### src/rtl/store_pkg.sv
`default_nettype none
// ============================================================================
//  Module      : store_pkg
//  Description : Definitions shared by the sender and the storage block.
//                Holds the FSM state encoding, the default counter/buffer
//                widths, and a helper that returns the field boundaries
//                inside the ramadrs bus.
//  Revision    : 1.0  initial release
// ============================================================================
package store_pkg;

    localparam int c_def_counter_size = 3;
    localparam int c_def_buffer_size  = 8;

    typedef enum logic [1:0] {
        S_IDLE  = 2'd0,
        S_SHIFT = 2'd1,
        S_DONE  = 2'd2
    } state_t;

    // ramadrs layout: [idx_hi:idx_lo] = bit index, [frm_hi:0] = frame count
    typedef struct packed {
        int idx_hi;
        int idx_lo;
        int frm_hi;
    } ramadrs_fields_t;

    function automatic ramadrs_fields_t ramadrs_fields(input int counter_size);
        ramadrs_fields_t f;
        f.idx_hi = 2 * counter_size;
        f.idx_lo = counter_size + 1;
        f.frm_hi = counter_size;
        return f;
    endfunction

endpackage : store_pkg
`default_nettype wire

### src/rtl/bit_index_counter.sv
`default_nettype none
// ============================================================================
//  Module      : bit_index_counter
//  Description : Loadable, enabled counter_size-bit counter that tracks which
//                bit of the captured word is sent next. o_tc flags the last
//                bit index (buffer_size-1).
//  Ports       : clock      - rising-edge clock
//                reset      - asynchronous active-low reset
//                i_load     - load i_load_val (wins over i_en)
//                i_load_val - value loaded on i_load
//                i_en       - advance by one
//                o_count    - current index
//                o_tc       - high while o_count == buffer_size-1
//  Revision    : 1.0  initial release
// ============================================================================
module bit_index_counter
    import store_pkg::*;
#(
    parameter int counter_size = c_def_counter_size,
    parameter int buffer_size  = c_def_buffer_size
) (
    input  logic                    clock,
    input  logic                    reset,
    input  logic                    i_load,
    input  logic [counter_size-1:0] i_load_val,
    input  logic                    i_en,
    output logic [counter_size-1:0] o_count,
    output logic                    o_tc
);

    localparam logic [counter_size-1:0] c_last = counter_size'(buffer_size - 1);

    logic [counter_size-1:0] count_q;
    logic [counter_size-1:0] count_d;

    always_comb begin
        count_d = count_q;
        if (i_load) begin
            count_d = i_load_val;
        end else if (i_en) begin
            count_d = count_q + 1'b1;
        end
    end

    always_ff @(posedge clock or negedge reset) begin
        if (!reset) begin
            count_q <= '0;
        end else begin
            count_q <= count_d;
        end
    end

    assign o_count = count_q;
    assign o_tc    = (count_q == c_last);

endmodule : bit_index_counter
`default_nettype wire

### src/rtl/sender.sv
`default_nettype none
// ============================================================================
//  Module      : sender
//  Description : Serializing transmitter. Captures a buffer_size-bit word on
//                start and sends it LSB first, one bit per non-stalled cycle,
//                with an active-low strobe and the bit index / frame count
//                on ramadrs so the storage block can rebuild the word.
//  Ports       : clock    - rising-edge clock
//                reset    - asynchronous active-low reset
//                start    - send request (sampled in IDLE only)
//                stall    - hold current bit, suppress strobe
//                data     - word to send, captured on accepted start
//                oeenable - active-low bit strobe
//                ramadrs  - {bit index, frame count}
//                txda     - serial data bit
//                busy     - frame in progress
//                done     - one-cycle end-of-frame pulse
//  Revision    : 1.0  initial release
// ============================================================================
module sender
    import store_pkg::*;
#(
    parameter int counter_size = c_def_counter_size,
    parameter int buffer_size  = c_def_buffer_size
) (
    input  logic                      clock,
    input  logic                      reset,
    input  logic                      start,
    input  logic                      stall,
    input  logic [buffer_size-1:0]    data,
    output logic                      oeenable,
    output logic [2*counter_size:0]   ramadrs,
    output logic                      txda,
    output logic                      busy,
    output logic                      done
);

    localparam ramadrs_fields_t c_fields = ramadrs_fields(counter_size);
    localparam int c_idx_hi = c_fields.idx_hi;
    localparam int c_idx_lo = c_fields.idx_lo;
    localparam int c_frm_hi = c_fields.frm_hi;
    localparam logic [counter_size-1:0] c_idx_first = '0;

    state_t                  state_q, state_d;
    logic [buffer_size-1:0]  shreg_q, shreg_d;
    logic [counter_size:0]   frame_q, frame_d;
    logic [counter_size-1:0] idx_q,   idx_d;
    logic                    oe_q,    oe_d;
    logic                    txda_q,  txda_d;
    logic                    busy_q,  busy_d;
    logic                    done_q,  done_d;

    logic                    cnt_load;
    logic                    cnt_en;
    logic [counter_size-1:0] cnt_value;
    logic                    cnt_tc;

    bit_index_counter #(
        .counter_size (counter_size),
        .buffer_size  (buffer_size)
    ) u_bit_index_counter (
        .clock      (clock),
        .reset      (reset),
        .i_load     (cnt_load),
        .i_load_val (c_idx_first),
        .i_en       (cnt_en),
        .o_count    (cnt_value),
        .o_tc       (cnt_tc)
    );

    // Outputs are computed one edge ahead and registered, so the stall seen
    // at an edge decides whether the cycle launched by that edge strobes.
    always_comb begin
        state_d  = state_q;
        shreg_d  = shreg_q;
        frame_d  = frame_q;
        idx_d    = idx_q;
        oe_d     = 1'b1;
        txda_d   = txda_q;
        busy_d   = busy_q;
        done_d   = 1'b0;
        cnt_load = 1'b0;
        cnt_en   = 1'b0;

        case (state_q)
            S_IDLE: begin
                busy_d = 1'b0;
                if (start) begin
                    shreg_d  = data;
                    cnt_load = 1'b1;
                    state_d  = S_SHIFT;
                end
            end
            S_SHIFT: begin
                busy_d = 1'b1;
                if (!stall) begin
                    // Word is shifted LSB first, so bit [0] always matches
                    // the index held by the counter.
                    oe_d    = 1'b0;
                    txda_d  = shreg_q[0];
                    idx_d   = cnt_value;
                    shreg_d = shreg_q >> 1;
                    cnt_en  = 1'b1;
                    if (cnt_tc) begin
                        state_d = S_DONE;
                    end
                end
            end
            S_DONE: begin
                done_d  = 1'b1;
                busy_d  = 1'b0;
                frame_d = frame_q + 1'b1;
                state_d = S_IDLE;
            end
            default: begin
                state_d = S_IDLE;
            end
        endcase
    end

    always_ff @(posedge clock or negedge reset) begin
        if (!reset) begin
            state_q <= S_IDLE;
            shreg_q <= '0;
            frame_q <= '0;
            idx_q   <= '0;
            oe_q    <= 1'b1;
            txda_q  <= 1'b0;
            busy_q  <= 1'b0;
            done_q  <= 1'b0;
        end else begin
            state_q <= state_d;
            shreg_q <= shreg_d;
            frame_q <= frame_d;
            idx_q   <= idx_d;
            oe_q    <= oe_d;
            txda_q  <= txda_d;
            busy_q  <= busy_d;
            done_q  <= done_d;
        end
    end

    always_comb begin
        ramadrs                    = '0;
        ramadrs[c_idx_hi:c_idx_lo] = idx_q;
        ramadrs[c_frm_hi:0]        = frame_q;
    end

    assign oeenable = oe_q;
    assign txda     = txda_q;
    assign busy     = busy_q;
    assign done     = done_q;

endmodule : sender
`default_nettype wire

### config.mk
export PLATFORM = sky130hd
export DESIGN_NAME = sender
export DESIGN_NICKNAME = d
export VERILOG_FILES = /design/src/rtl/store_pkg.sv /design/src/rtl/bit_index_counter.sv /design/src/rtl/sender.sv
export SDC_FILE = /design/constraint.sdc
export NUM_CORES = 1
export LEC_CHECK = 0
export ABC_AREA = 1
export BUFFER_PORTS_ARGS = -buffer_cell sky130_fd_sc_hd__buf_2
export CELL_PAD_IN_SITES_DETAIL_PLACEMENT = 0
export CELL_PAD_IN_SITES_GLOBAL_PLACEMENT = 1
export CORE_MARGIN = 2
export CORE_UTILIZATION = 38
export DETAILED_ROUTE_END_ITERATION = 16
export GPL_ROUTABILITY_DRIVEN = 1
export PLACE_DENSITY_LB_ADDON = 0.1
export SYNTH_ARGS = -nofsm -noshare
export SYNTH_HDL_FRONTEND = slang
export SYNTH_SLANG_ARGS = --single-unit
### constraint.sdc
create_clock -name clock -period 1.35 [get_ports clock]
set_input_delay 0 -clock clock [delete_from_list [all_inputs] [get_ports clock]]
set_output_delay 0 -clock clock [all_outputs]
set_load 0.03 [all_outputs]
==> results of run 1 <==
-- how the worst max path moves through the flow --
| stage | start | endpoint | slack (ps) | cells after the start |
|---|---|---|---|---|
| final | state_q[0] | shreg_q[1] | 140 | 5 |
| after global routing | state_q[0] | shreg_q[4] | 40 | 5 |
| after CTS | state_q[1] | u_bit_index_counter.o_count[0] | 120 | 5 |
| after detailed placement | state_q[0] | shreg_q[0] | 150 | 5 |
| after global placement | state_q[0] | shreg_q[4] | 140 | 5 |
| after floorplan | frame_q[0] | frame_q[1] | 310 | 3 |
-- per-layer routing --
metal	part of all wire [%]	track usage, %	vias to the layer above
li1	-	-	484
met1	49	22.7	424
met2	45	23.0	28
met3	4.4	2.04	2
met4	0.84	5.98	0
met5	0	0	-
-- Yosys cell counts --
| library cell | number | area, um^2 |
|---|---|---|
| xnor2_1 | 1 | 8.76 |
| nand3b_1 | 1 | 7.51 |
| nor3_1 | 1 | 5.00 |
| nand2_1 | 58 | 218 |
| ha_1 | 3 | 37.5 |
| inv_2 | 1 | 3.75 |
| dfrtp_1 | 23 | 576 |
| inv_1 | 6 | 22.5 |
| o21ai_0 | 3 | 15.0 |
| buf_4 | 1 | 7.51 |
| dfstp_2 | 1 | 26.3 |
| nor2_1 | 4 | 15.0 |
| nand3_4 | 1 | 17.5 |
| buf_2 | 3 | 15.0 |
| nand3_1 | 21 | 105 |
-- layout by cell type (no fill, tap or decap), types with 3 or more instances in the layout --
| master | count |
|---|---|
| ha_1 | 3 |
| nor2_1 | 3 |
| inv_1 | 6 |
| buf_4 | 5 |
| dlygate4sd3_1 | 11 |
| dfrtp_1 | 23 |
| clkbuf_4 | 3 |
| buf_2 | 22 |
| o21ai_0 | 3 |
| nand3_1 | 21 |
| nand2_1 | 58 |
-- metrics by stage --
step           hold slack (ps)  util [%]  instance area [um^2]
2_1_floorplan             -296         -                  1080
3_3_place_gp              17.9      46.2                  1260
3_5_place_dp              22.1      46.2                  1260
4_1_cts                    183      52.2                  1430
5_1_grt                    206      52.3                  1430
6_report                   178      52.3                  1430
-- registers in the layout, indices dropped and copies added (netlist names) --
| signal | cells |
|---|---|
| busy | 1 |
| done | 1 |
| frame_q | 4 |
| idx_q | 3 |
| oeenable | 1 |
| shreg_q | 8 |
| state_q | 2 |
| txda | 1 |
| u_bit_index_counter.o_count | 3 |
-- worst max-delay path: cells and delay by family (launching register included) --
| kind | cells | cell delay (ps) |
|---|---|---|
| AND/OR/NAND/NOR | 5 | 690 |
| flip-flops | 1 | 460 |
-- logic make-up (layout without fill, tap and decap cells) --
kind of cell             Yosys count  in the layout  synth area share (%)
AO/OA/AOI/OAI                      3              3                  1.39
XOR/XNOR                           1              1                 0.811
adder cells (fa/ha/maj)            3              3                  3.48
buffers and inverters             11             50                  4.52
flip-flops                        24             24                  55.7
AND/OR/NAND/NOR                   86             86                  34.1
-- final cells by class --
type	instances	area [um^2]	area share, %
inverters	7	26.3	1.84
clock buffers	3	22.5	1.58
multi-input cells	93	432	30.2
flip-flops and latches	24	602	42.1
repair buffers	39	278	19.4
clock inverters	1	30.0	2.10
well taps	31	38.8	2.71
-- where the power goes --
part           leakage, nW  switching (mW)  total (mW)  internal [mW]
sequential           0.306           0.155        1.11          0.957
combinational        0.473           0.712        1.15          0.439
clock               0.0279           0.233       0.533          0.300
total                0.807            1.10        2.80           1.70
-- what timing repair did --
| action | 4_1_cts | 5_1_grt |
|---|---|---|
| gates resized for setup | 0 | 1 |
| endpoints found under the hold margin | 33 | 0 |
| hold buffers | 11 | 0 |
| endpoints found under the setup margin | 0 | 4 |
==> out/metrics.cfg, run 1 <==
[outcome]
status=finished, final reports clean

[setup_path]
crit-reg2reg-launch=state_q[0]
cp_slowest_cell=dfrtp_1
arrival_ps=1470
end_kind=flip-flop
rrSetupSlack_ps=140
crit_path_start_kind=flip-flop
r2r-end=shreg_q[1]
crit_top_cell=nand2_1
crit_chain=nor2_1 > nand2_1 > nand2_1 > nand2_1 > nand2_1
worstRegToRegCells=5
path_max_fanout=7
crit_required_ps=1610
path_class=reg -> reg
max_stage_delay_ps=460

[synthesis]
synth_nets=143
avgSynthCellArea_um2=8.44
syn_inst=128
yosysWarnings=0
ys_types=15
ys_seq_elements=24
ys_seq_area_share_pct=55.7
synth_area_um2=1080

[hold_path]
hp-class=in -> async

[timing]
hold_viol_final=0
max_slew_margin_pct=62.2
period_minus_slack_ps=1210
finClkSkew_ps=9.17
tightest_slew_ps=566
setup-tns-final_ps=0
fin_crit_sh_pct=89.5
setup_ws_ps=142
final-max-slew-violation-count=0
fmaxAchievable_mhz=828
setup_viol=0
rsz0062_at_grt=false

[global_routing]
antenna_found_initial=0
gr-usage-all-layers_pct=15.4
grt_max_degree=25
grt_pass1_wl_mm=3.93
grt_pass1_vias=882
grt_overflow=0

[routing]
drc=0
ant_nets=0
routed_wl_mm=2.27
dr.pass1.iters=4
wl_per_cell_um=11.5
via_per_inst=4.74
dr.first_iter.drc_count=30
routed-via-count=938

[clocking]
insertion_delay_ps=320
post-cts-setup-buffers=0
clock_sinks=24
cts_buffers=3
clockBufferDepth=2
cts_tree=yes
clockRootBuffer=clkbuf_4
clk_pin_slew_ps=150
h-tree-depth=1

[floorplanning]
initial_core_util_pct=39.5
core_um2=2730
dieArea_um2=3280
die_h_um=57.3
num_io_pins=23
rows=19
die_w_um=57.3

[flow_run]
drv_cap=0

[finish]
final_nets=183
antennaDiodeCount=0
area_delta_synth_final_pct=32.3
drive_gt1_share_pct=21.6
fillers=257
final_cells=198

[place]
gp_congestion=0.733
post-place-ws_ps=149
placedCellCount=183
port_buffers=22
dp_hpwl_mm=1.57

[pwr]
p_total_mw=2.80
powerDensity_nw_per_um2=1960
p_leak_nw=0.807
ir_drop_uv=1080

Note: power is estimated with default switching activity, not from simulation.
==> run 2: changes to the inputs <==
Settings changed: CELL_PAD_IN_SITES_DETAIL_PLACEMENT 0 to 2, CELL_PAD_IN_SITES_GLOBAL_PLACEMENT 1 to 2, CORE_UTILIZATION 38 to 30.
==> out/metrics.cfg, run 2 (synthesized netlist as in run 1, its figures left out) <==
[finish]
regMostFlops=shreg_q
drive_gt1_share_pct=23.1  ; +1.5 points
mostFrequentLayoutCells=57 x nand2_1, 22 x dfrtp_1, 22 x buf_2, 21 x nand3_1, 11 x dlygate4sd3_1
mostFrequentLayoutCell=nand2_1
final_nets=185  ; +1.1%
largest_reg_flops=8  ; unchanged
antennaDiodeCount=0  ; unchanged
final_cells=215  ; +8.6%
area_delta_synth_final_pct=34.6
top_regs=shreg_q: 8 flops, frame_q: 4 flops

[floorplanning]
die_h_um=64.0  ; +12%
num_io_pins=23  ; unchanged
core_um2=3390  ; +24%
rows=21  ; +2
initial_core_util_pct=31.9  ; -7.6 points
dieArea_um2=4100  ; +25%
die_w_um=64.0  ; +12%

[setup_path]
cp_slowest_cell=dfrtp_1
crit_path_end=shreg_q[0]
cp_num_buf_inv=2  ; +2
crit_top_cell=nand2_1
worstRegToRegCells=7  ; +2
critical_path_cell_count=7  ; +2
rrSetupSlack_ps=140  ; about the same
end_kind=flip-flop
arrival_ps=1450  ; -20 ps
max_stage_delay_ps=440  ; -20 ps
crit_required_ps=1590  ; -20 ps
path_class=reg -> reg
r2r-end=shreg_q[0]
crit-reg2reg-launch=state_q[1]
crit_chain=inv_4 > nand2_1 > buf_4 > nand2_1 > nand2_1 > nand2_1 > nand2_1
path_max_fanout=9  ; +2
crit_path_start_kind=flip-flop
cpLargestDelayFamily=flip-flops
startpoint=state_q[1]

[routing]
drc=0  ; unchanged
ant_nets=0  ; unchanged
via_per_inst=4.67  ; -1.5%
routed_wl_mm=3.18  ; +40%
dr.pass1.iters=4  ; unchanged
routed-via-count=1003  ; +6.9%
dr.first_iter.drc_count=40  ; +33%
wl_per_cell_um=14.8  ; +29%

[timing]
fmaxAchievable_mhz=827  ; about the same
setup_viol=0  ; unchanged
whs_ps=166  ; -12.5 ps
max_slew_margin_pct=63.5  ; +1.3 points
hold_viol_final=0  ; unchanged
rsz0062_at_grt=false
fin_crit_sh_pct=89.6  ; about the same
finClkSkew_ps=3.49  ; -5.67 ps
tightest_slew_ps=548  ; -18.8 ps
period_minus_slack_ps=1210  ; +0.986 ps
setup-tns-final_ps=0  ; unchanged
final-max-slew-violation-count=0  ; unchanged

[clocking]
h-tree-depth=1  ; unchanged
clockBufferDepth=2  ; unchanged
cts_buffers=3  ; unchanged
cts_tree=yes
clk_pin_slew_ps=140  ; about the same
insertion_delay_ps=330  ; about the same
clock_sinks=24  ; unchanged
clockRootBuffer=clkbuf_4

[global_routing]
grt_max_degree=25  ; unchanged
grt_overflow=0  ; unchanged
grt_pass1_wl_mm=5.50  ; +40%
gr-usage-all-layers_pct=17.7  ; +2.3 points
antenna_found_initial=0  ; unchanged
grt_pass1_vias=1151  ; +30%

[outcome]
status=finished, final reports clean

[pwr]
p_leak_nw=0.813  ; +0.74%
ir_drop_uv=671  ; -38%
powerDensity_nw_per_um2=2020  ; +3.1%

[place]
dp_hpwl_mm=2.12  ; +36%
gp_congestion=0.785  ; +7.1%
port_buffers=22  ; unchanged
placedCellCount=199  ; +8.7%

[flow_run]
drv_cap=0  ; unchanged

[hold_path]
hp-class=in -> async

-- run 2: how the worst min path moves through the flow --
stage	start	endpoint	cells after the start
final	reset	u_bit_index_counter.o_count[1]	2
after global routing	reset	u_bit_index_counter.o_count[0]	2
after CTS	reset	idx_q[1]	2
after detailed placement	reset	idx_q[1]	1
after global placement	reset	idx_q[1]	1
after floorplan	reset	busy	0
-- run 2: repair_timing --
| item | in CTS | in global routing |
|---|---|---|
| buffers inserted | 0 | 1 |
| gates resized for setup | 0 | 3 |
| hold buffers | 11 | 0 |
| endpoints found under the setup margin | 0 | 12 |
| hold endpoints to repair | 32 | 0 |
-- run 2: per-stage QoR --
step	power, mW	cell area (um^2)	worst slack, ps	util, %
3_5_place_dp	2.34	1280	68.7	37.7
2_1_floorplan	1.90	1080	308	-
5_1_grt	3.17	1450	20.7	42.9
6_report	2.93	1450	141	42.9
3_3_place_gp	2.28	1280	133	37.7
4_1_cts	2.93	1440	23.3	42.5
-- run 2: layer usage --
metal	routed length [um]	global-route usage (%)	vias to the layer above
met2	1650	30.7	15
met3	86	2.99	5
met1	1390	21.2	498
met4	59	8.15	0
li1	-	-	485
met5	0	0	-
-- run 2: worst register-to-register path, cell delays in order (launching register included) --
cell and delay, ps:
dfrtp_1 440, inv_4 130, nand2_1 130, buf_4 180, nand2_1 70, nand2_1 60
nand2_1 60, nand2_1 50
-- run 2: where the power goes --
group	switching (mW)	internal, mW
sequential	0.169	0.961
combinational	0.797	0.470
clock	0.237	0.301
-- run 2: area by class of cell --
cell class	instances	area (um^2)
Fill cell	384	1940
Sequential cell	24	603
Multi-Input combinational cell	93	432
Timing Repair Buffer	41	280
Tap cell	46	57.6
Clock inverter	1	30.0
Inverter	7	28.8
Clock buffer	3	22.5
==> run 3: changes to the inputs <==
Settings changed: ABC_AREA 1 to default, CORE_UTILIZATION 30 to 36.
==> out/metrics.cfg, run 3 <==
[timing]
max_slew_margin_pct=63.1  ; -0.39 points
setup_ws_ps=-29.6  ; -170 ps
hold_viol_final=0  ; unchanged
final-max-slew-violation-count=0  ; unchanged
tightest_slew_ps=553  ; +5.87 ps
setup-tns-final_ps=-129  ; -129 ps
rsz0062_at_grt=true
fin_crit_sh_pct=102  ; +13 points
period_minus_slack_ps=1380  ; +170 ps
finClkSkew_ps=10.3  ; +6.79 ps
fmaxAchievable_mhz=725  ; -12%
setup_viol=11  ; +11

[global_routing]
use_met2_pct=30.3  ; -0.45 points
grt_pass1_vias=831  ; -28%
antenna_found_initial=0  ; unchanged
grtUsageMet1_pct=19.5  ; -1.6 points
gr-usage-all-layers_pct=16.8  ; -0.93 points
grt_max_degree=25  ; unchanged
grt.busiest_layer=met2
grt_pass1_wl_mm=4.33  ; -21%
met3_usage_pct=4.55  ; +1.6 points
grt_overflow=0  ; unchanged

[finish]
fillers=295  ; -23%
utilization_pct=49.8  ; +6.9 points
regMostFlops=shreg_q
regArea_um2=603  ; unchanged
largest_reg_flops=8  ; unchanged
drive_gt1_share_pct=59.6  ; +37 points
multiInputGateArea_um2=549  ; +27%
antennaDiodeCount=0  ; unchanged
final_nets=130  ; -30%
top_regs=shreg_q: 8 flops, frame_q: 4 flops
area_delta_synth_final_pct=32.5
mostFrequentLayoutCells=22 x dfrtp_1, 22 x buf_2, 18 x mux2_4, 11 x buf_4, 5 x a22o_1

[routing]
via_per_inst=4.73  ; +1.3%
routed-via-count=747  ; -26%
wl_per_cell_um=17.2  ; +16%
routed_wl_mm=2.72  ; -14%
ant_nets=0  ; unchanged
drc=0  ; unchanged
dr.first_iter.drc_count=20  ; -50%
dr.pass1.iters=2  ; -2

[floorplanning]
rows=20  ; -4.8%
die_w_um=60.2  ; -5.9%
initial_core_util_pct=37.6  ; +5.7 points
dieArea_um2=3630  ; -11%
num_io_pins=23  ; unchanged
core_um2=3030  ; -11%
die_h_um=60.2  ; -5.9%

[hold_path]
min_to=shreg_q[4]
whs_path_depth=3
hp-class=in -> reg
hp-start=data[4]

[setup_path]
crit_required_ps=1580  ; about the same
end_kind=flip-flop
crit_top_cell=mux2_4
path_max_fanout=8  ; -1
crit_chain=nand2b_4 > mux2_4 > mux2_4
crit_path_start_kind=flip-flop
r2r-end=shreg_q[5]
rrSetupSlack_ps=-30  ; -170 ps
max_stage_delay_ps=440  ; about the same
arrival_ps=1610  ; +160 ps
worstRegToRegCells=3  ; -4
crit-reg2reg-launch=state_q[1]
path_class=reg -> reg
cp_slowest_cell=dfrtp_1

[synthesis]
synth_top_area_share_pct=50.5  ; -2.8 points
ys_top_cells_by_area=dfrtp_1 51%, mux2_4 18%, mux2_2 4.9%
ys_seq_elements=24  ; unchanged
yosysWarnings=0  ; unchanged
syn_inst=78  ; -39%
synth_enable_flop_cells=0  ; unchanged
synth_common_cells=23 x dfrtp_1, 14 x mux2_4, 5 x a22o_1, 5 x mux2_2, 4 x inv_1
synth_largest_area_cell=dfrtp_1
synth_area_um2=1140  ; +5.4%
ys_seq_area_share_pct=52.9  ; -2.9 points
ys.flop_type=dfrtp_1
synth-async-reset-ratio_pct=100  ; unchanged
synth_nets=93  ; -35%
synth_most_common_cell=dfrtp_1
ys_types=28  ; +13
avgSynthCellArea_um2=14.6  ; +73%

[clocking]
cts_tree=yes
cts_buffers=3  ; unchanged
clockRootBuffer=clkbuf_4
insertion_delay_ps=330  ; about the same
clock_sinks=24  ; unchanged
h-tree-depth=1  ; unchanged
clockBufferDepth=2  ; unchanged
clk_pin_slew_ps=150  ; about the same

[outcome]
status=complete, but fails checks
violations=setup timing

[place]
port_buffers=22  ; unchanged
gp_congestion=0.675  ; -14%
post-place-ws_ps=-45.1  ; -114 ps
dp_hpwl_mm=1.89  ; -11%

[flow_run]
drv_cap=0  ; unchanged

[pwr]
switching_share_pct=33.4  ; -7.6 points
clkPwrFrac_pct=17.1  ; -1.2 points
ir_drop_uv=903  ; +35%
seq_power_share_pct=35.3  ; -3.2 points
p_switching_mw=1.07  ; -11%
p_leak_nw=0.769  ; -5.3%
pwr-share-comb_pct=47.6  ; +4.4 points
powerDensity_nw_per_um2=2130  ; +5.4%
p_int_mw=2.14  ; +23%
p_total_mw=3.21  ; +9.4%

## run 3: cell count changes in the layout (fill, tap and decap cells not counted), sizes merged, moves of 2 or more
| cell | before | now |
|---|---|---|
| nand2 | 58 | 2 |
| nand3 | 22 | 0 |
| mux2 | 0 | 20 |
| dlygate4sd3 | 11 | 1 |
| a22o | 0 | 5 |
| buf | 30 | 35 |
| inv | 7 | 4 |
| o21ai | 3 | 0 |
| a21oi | 0 | 2 |
| nor2 | 4 | 2 |
## run 3: through the flow
step                hold slack [ps]  area [um^2]  instances
finish                         7.16         1510        158
global route                  -6.88         1510        158
CTS                            6.25         1460        156
detailed placement             19.2         1360        148
global placement               13.4         1360        148
floorplan                      -296         1160         78
## run 3: worst max-delay path: cells and delay by family (launching register included)
family	cells	cell delay [ps]
simple gates	1	260
flops	1	440
mux	2	580
## run 3: how the worst max path moves through the flow
stage,start,endpoint,slack [ps],depth (start not counted)
after floorplan,state_q[1],shreg_q[0],5,4
after global placement,state_q[1],shreg_q[0],40,3
after detailed placement,u_bit_index_counter.o_count[0],u_bit_index_counter.o_count[2],-50,4
after CTS,state_q[1],shreg_q[5],-5,3
after global routing,state_q[1],idx_q[1],-80,3
final,state_q[1],shreg_q[5],-30,3
## run 3: routing by layer
layer / wire length, um / up-vias
met5: 0 / -
met2: 1460 / 15
met3: 106 / 2
met4: 19 / 0
met1: 1140 / 388
li1: - / 342
## run 3: kinds of logic after synthesis
group,synth area share (%)
flip-flops,52.9
multiplexers,24.4
AO/OA/AOI/OAI,9.23
buffers and inverters,3.74
AND/OR/NAND/NOR,4.18
XOR/XNOR,2.31
adder cells (fa/ha/maj),3.30
## run 3: final cells by class
type,instances,share of cell area (%)
sequential,24,40.0
inverter,4,0.995
tap,44,3.65
clock inverter,1,1.99
timing repair buffer,36,15.5
clock buffer,3,1.49
multi-input combinational,46,36.4
## run 3: repair_timing
action,CTS,global route
resized for setup,3,8
endpoints found under the setup margin,10,14
pin swaps,0,4
hold endpoints to repair,23,0
buffers inserted,3,2
hold buffers,1,0
## run 3: power by group through the flow
stage	registers, mW	clock network [mW]	logic [mW]
after floorplan	1.26	0	0.858
after global placement	1.10	0	1.31
after detailed placement	1.13	0	1.40
after CTS	1.12	0.552	1.43
after global routing	1.16	0.591	1.64
final	1.13	0.547	1.53
